$ cat src/rtl/t01_piece_pkg.sv
// rtl/t01_piece_pkg.sv - shared types and candidate helpers for the piece queue
package t01_piece_pkg;

  localparam int NUM_TYPES = 7;

  typedef enum logic [2:0] {
    PIECE_I = 3'd0,
    PIECE_O = 3'd1,
    PIECE_T = 3'd2,
    PIECE_S = 3'd3,
    PIECE_Z = 3'd4,
    PIECE_J = 3'd5,
    PIECE_L = 3'd6
  } piece_e;

  typedef enum logic {
    FILL  = 1'b0,
    READY = 1'b1
  } state_e;

  // Low field first, then the next field; two sevens in a row fall back to I.
  function automatic logic [2:0] raw_candidate(input logic [5:0] bits);
    logic [2:0] c;
    c = bits[2:0];
    if (c == 3'd7) c = bits[5:3];
    if (c == 3'd7) c = 3'd0;
    return c;
  endfunction

  function automatic logic [2:0] bag_scan(input logic [2:0] c, input logic [6:0] used);
    logic [2:0] t;
    logic [2:0] pick;
    logic       found;
    pick  = c;
    found = 1'b0;
    t     = c;
    for (int k = 0; k < NUM_TYPES; k++) begin
      if (!found && !used[t]) begin
        pick  = t;
        found = 1'b1;
      end
      t = (t == 3'd6) ? 3'd0 : t + 3'd1;
    end
    return pick;
  endfunction

endpackage

$ cat src/rtl/t01_lfsr.sv
// rtl/t01_lfsr.sv - free-running Fibonacci LFSR with zero guard and reseed load
module t01_lfsr #(
  parameter int                LFSR_W = 16,
  parameter logic [LFSR_W-1:0] TAPS   = 16'hB400,
  parameter logic [LFSR_W-1:0] SEED   = 16'd332
) (
  input  logic              clk,
  input  logic              rst_n,
  input  logic              reseed,
  input  logic [LFSR_W-1:0] seed_in,
  output logic [LFSR_W-1:0] state
);

  logic [LFSR_W-1:0] shifted;

  assign shifted = {state[LFSR_W-2:0], ^(state & TAPS)};

  // A zero register would lock up forever, so it is replaced by SEED before it lands.
  always_ff @(posedge clk or negedge rst_n) begin
    if (!rst_n) begin
      state <= SEED;
    end else if (reseed) begin
      state <= (seed_in != '0) ? seed_in : SEED;
    end else if (shifted == '0) begin
      state <= SEED;
    end else begin
      state <= shifted;
    end
  end

endmodule

$ cat src/rtl/t01_piece_queue.sv
// rtl/t01_piece_queue.sv - piece randomiser with optional 7-bag and preview queue
module t01_piece_queue
  import t01_piece_pkg::*;
#(
  parameter int                LFSR_W = 16,
  parameter logic [LFSR_W-1:0] TAPS   = 16'hB400,
  parameter logic [LFSR_W-1:0] SEED   = 16'd332,
  parameter int                DEPTH  = 3
) (
  input  logic               clk,
  input  logic               rst_n,
  input  logic               mode_bag,
  input  logic               pop,
  input  logic               reseed,
  input  logic [LFSR_W-1:0]  seed_in,
  output logic               valid,
  output logic [2:0]         next_type,
  output logic [3*DEPTH-1:0] queue_flat,
  output logic [LFSR_W-1:0]  lfsr_state
);

  localparam int              CW   = $clog2(DEPTH);
  localparam logic [CW-1:0]   LAST = CW'(DEPTH - 1);

  state_e        state, state_nxt;
  logic [CW-1:0] fill_cnt;
  logic [6:0]    used;
  logic [6:0]    used_set;
  logic [2:0]    q [DEPTH];
  logic [2:0]    raw_c;
  logic [2:0]    cand;
  logic          wr_fill;
  logic          do_shift;
  logic          issue;

  t01_lfsr #(
    .LFSR_W (LFSR_W),
    .TAPS   (TAPS),
    .SEED   (SEED)
  ) u_lfsr (
    .clk     (clk),
    .rst_n   (rst_n),
    .reseed  (reseed),
    .seed_in (seed_in),
    .state   (lfsr_state)
  );

  assign raw_c    = raw_candidate(lfsr_state[5:0]);
  assign cand     = mode_bag ? bag_scan(raw_c, used) : raw_c;
  assign used_set = used | (7'd1 << cand);
  assign issue    = wr_fill | do_shift;

  always_ff @(posedge clk or negedge rst_n) begin
    if (!rst_n) begin
      state <= FILL;
    end else begin
      state <= state_nxt;
    end
  end

  always_comb begin
    state_nxt = state;
    wr_fill   = 1'b0;
    do_shift  = 1'b0;
    if (reseed) begin
      state_nxt = FILL;
    end else begin
      case (state)
        FILL: begin
          wr_fill = 1'b1;
          if (fill_cnt == LAST) state_nxt = READY;
        end
        READY: begin
          if (pop) do_shift = 1'b1;
        end
        default: state_nxt = FILL;
      endcase
    end
  end

  always_ff @(posedge clk or negedge rst_n) begin
    if (!rst_n) begin
      fill_cnt <= '0;
      used     <= '0;
      for (int i = 0; i < DEPTH; i++) q[i] <= 3'd0;
    end else if (reseed) begin
      fill_cnt <= '0;
      used     <= '0;
      for (int i = 0; i < DEPTH; i++) q[i] <= 3'd0;
    end else begin
      if (wr_fill) begin
        q[fill_cnt] <= cand;
        if (fill_cnt != LAST) fill_cnt <= fill_cnt + 1'b1;
      end
      if (do_shift) begin
        for (int i = 0; i < DEPTH - 1; i++) q[i] <= q[i+1];
        q[DEPTH-1] <= cand;
      end
      // A full bag empties on the same edge that issues its seventh piece.
      if (!mode_bag) begin
        used <= '0;
      end else if (issue) begin
        used <= (used_set == 7'h7F) ? 7'h00 : used_set;
      end
    end
  end

  assign valid     = (state == READY);
  assign next_type = q[0];

  for (genvar g = 0; g < DEPTH; g++) begin : g_flat
    assign queue_flat[3*g +: 3] = q[g];
  end

endmodule

$ cat config.mk
export PLATFORM = sky130hd
export DESIGN_NAME = t01_piece_queue
export DESIGN_NICKNAME = d
export VERILOG_FILES = /design/src/rtl/t01_piece_pkg.sv /design/src/rtl/t01_lfsr.sv /design/src/rtl/t01_piece_queue.sv
export SDC_FILE = /design/constraint.sdc
export NUM_CORES = 1
export LEC_CHECK = 0
export BUFFER_PORTS_ARGS = -buffer_cell sky130_fd_sc_hd__buf_2
export CORE_ASPECT_RATIO = 1.4
export CORE_MARGIN = 4
export CORE_UTILIZATION = 35
export DETAILED_ROUTE_END_ITERATION = 6
export PLACE_DENSITY = 0.57
export REMOVE_ABC_BUFFERS = 1
export SYNTH_ARGS = -nofsm -noshare
export SYNTH_HDL_FRONTEND = slang
export SYNTH_SLANG_ARGS = --single-unit
$ cat constraint.sdc
create_clock -name clk -period 9.1 [get_ports clk]
set_clock_uncertainty 0.1 [all_clocks]
set_input_delay 1.82 -clock clk [delete_from_list [all_inputs] [get_ports clk]]
set_output_delay 1.82 -clock clk [all_outputs]
set_load 0.03 [all_outputs]
==> flow_metrics.py <==
metrics = {
    "status": {
        "outcome": "complete, no violations",
    },
    "logic_synthesis": {
        "netlist_instances": 420,
        "synthFlopType": "dfrtp_1",
        "synthTopCellsByArea": "dfrtp_1 22%, a21oi_1 5.3%, o21ai_0 3.8%, nor2_1 3.6%, dfstp_2 3.0%",
        "synth_top_area_share_pct": 22.0,
        "seq_area_frac_synth_pct": 25.0,
        "syn_area_per_cell_um2": 8.40,
        "synth_edf_count": 0,
        "synth-seq-cells": 35,
        "ys_types": 90,
        "synth_area_leader_cell": "dfrtp_1",
        "synthArstFlopShare_pct": 100,
        "syn_area_mm2": 0.00353,
        "yosysWarnings": 0,
    },
    "setup_path": {
        "arrival_ps": 4620,
        "startpoint_type": "flop",
        "crit_required_ps": 9160,
        "path_max_fanout": 23,
        "endpoint_kind": "flop",
        "worstSetupPathType": "reg -> reg",
    },
    "cts": {
        "clk_pin_slew_ps": 60,
        "post_cts_resize_count": 0,
        "clk_path_buf_depth": 2,
        "cts_tree": "done",
        "hold_buffers": 0,
        "clock_latency_ps": 280,
        "cts_sinks": 35,
        "root_buffer": "clkbuf_16",
        "htree_levels": 2,
        "cts_buffers": 5,
        "post_cts_buffers": 0,
    },
    "timing": {
        "hold_slack_ps": 411,
        "worst_slew_pin_slew_ps": 872,
        "fin_crit_sh_pct": 50.1,
        "finalSetupViolations": 0,
        "rsz0062_at_grt": "no",
        "final-hold-violation-count": 0,
        "fmax_mhz": 219,
        "report.final.slew_viol_count": 0,
        "tns_ps": 0,
        "period_needed_ps": 4560,
        "slew_headroom_pct": 41.1,
    },
    "finish": {
        "mostFrequentLayoutCells": "49 x buf_2, 37 x a21oi_1, 34 x nor2_1",
        "drive_gt1_share_pct": 24.3,
        "fin_nets": 467,
        "syn_to_final_growth_pct": 9.83,
        "final_common_cell": "buf_2",
        "stdcell_count": 579,
        "fin_util_pct": 39.1,
        "diodes": 0,
    },
    "route": {
        "drc": 0,
        "via_per_inst": 6.18,
        "wl_met3_um": 618,
        "dr.max_layer_used": "met4",
        "wirelength_um": 11500,
        "wl_met1_um": 4450,
        "route.met2.wl_um": 5520,
        "antenna_left": 0,
        "vias": 3578,
        "drt_iter0_drc": 363,
        "detail_route.first_pass.iterations": 5,
        "wl_per_cell_um": 19.8,
    },
    "floorplan": {
        "start_util_pct": 35.6,
        "die_x_um": 92.8,
        "core-area_mm2": 0.00990,
        "dieArea_mm2": 0.0118,
        "io_pins": 50,
        "die_height_um": 127,
        "core.rowCount": 43,
    },
    "global_routing": {
        "grt_overflow_total": 0,
        "grt_usage_pct": 19.4,
        "grt_pass1_vias": 3509,
        "grt_antenna_before_repair": 0,
        "grt_max_degree": 39,
        "grt_pass1_wl_um": 18300,
    },
    "pwr": {
        "ir_drop_mv": 0.193,
        "leakage_nw": 1.54,
        "p_per_area_mw_per_mm2": 266,
    },
    "placed_design": {
        "place.gp.congestion": 0.968,
        "place_inst": 571,
        "port_buffers": 49,
        "hpwl_um": 8500,
    },
    "min_path": {
        "hold_path_class": "reg -> reg",
    },
    "flow_run": {
        "cap_violations": 0,
    },
}
==> final timing paths <==
check / from / to / slack (ps) / cells after the start
worst max-delay path: u_lfsr.state[0] / used[3] / 4540 / 13
worst min-delay path: u_lfsr.state[7] / u_lfsr.state[8] / 410 / 1
worst max register to register: u_lfsr.state[0] / used[3] / 4540 / 13
worst min register to register: u_lfsr.state[7] / u_lfsr.state[8] / 410 / 1
max in group asynchronous: rst_n / valid / 6870 / 1
min in group asynchronous: rst_n / queue_flat[3] / 1520 / 1
==> synthesized netlist by cell type (5+ instances only) <==
| cell | instances |
|---|---|
| a21oi_1 | 37 |
| nor2_1 | 34 |
| dfrtp_1 | 31 |
| o21ai_0 | 27 |
| nand2_1 | 25 |
| inv_1 | 14 |
| buf_4 | 11 |
| o211ai_1 | 11 |
| buf_6 | 9 |
| clkbuf_1 | 9 |
| nor2_2 | 9 |
| a31oi_1 | 8 |
| nand2b_1 | 8 |
| a22o_1 | 7 |
| a32oi_1 | 7 |
| nand3b_1 | 7 |
| nor4_1 | 7 |
| and2_1 | 6 |
| nor3_1 | 6 |
| a21o_1 | 5 |
| nand3_1 | 5 |
| or3_1 | 5 |
==> layer usage <==
metal,track usage [%],up-vias
met1,22.1,1712
met4,14.0,0
met2,32.8,160
li1,-,1645
met5,0,-
met3,2.73,61
==> flip-flops by register name (all words and copies together), names as in the netlist <==
| signal | cells |
|---|---|
| fill_cnt | 2 |
| u_lfsr.state | 16 |
| used | 7 |
| valid | 1 |
| queue_flat | 6 |
| next_type | 3 |
==> worst max-delay path, stage by stage, from the launching register on <==
cell	delay, ps
dfrtp_1	740
buf_4	380
nand2_1	110
o21ai_1	550
o22ai_1	150
a32o_1	240
a221oi_2	480
and4bb_4	330
a221oi_2	310
o22ai_4	180
o31ai_1	310
a221o_1	220
o311a_4	280
nor2_2	50
==> cell families after synthesis <==
family                   after synthesis  share of synthesized area [%]
adder cells (fa/ha/maj)                3                           1.06
buffers and inverters                 51                           8.66
XOR/XNOR                               6                           1.49
AO/OA/AOI/OAI                        175                           38.9
AND/OR/NAND/NOR                      148                           24.3
flip-flops                            35                           25.0
multiplexers                           2                          0.568
==> per-stage QoR <==
step,area (um2),total power [mW],setup slack [ps]
finish,3870,1.03,4540
global route,3870,1.09,4300
CTS,3870,1.02,4620
detailed placement,3710,0.830,4650
floorplan,3280,0.658,5080
global placement,3710,0.827,4860
==> report_power, final <==
| group | switching, mW | internal [mW] |
|---|---|---|
| logic | 0.364 | 0.196 |
| registers | 0.0852 | 0.196 |
| clock network | 0.0610 | 0.129 |
| total | 0.510 | 0.521 |
==> layout make-up <==
type                            count  area [um2]
Fill cell                        1051        6030
Multi-Input combinational cell    334        2340
Sequential cell                    35         881
Timing Repair Buffer               51         260
Tap cell                          135         169
Clock buffer                        7         133
Inverter                           16        60.1
Clock inverter                      1        30.0
Note: power is estimated with default switching activity, not from simulation.
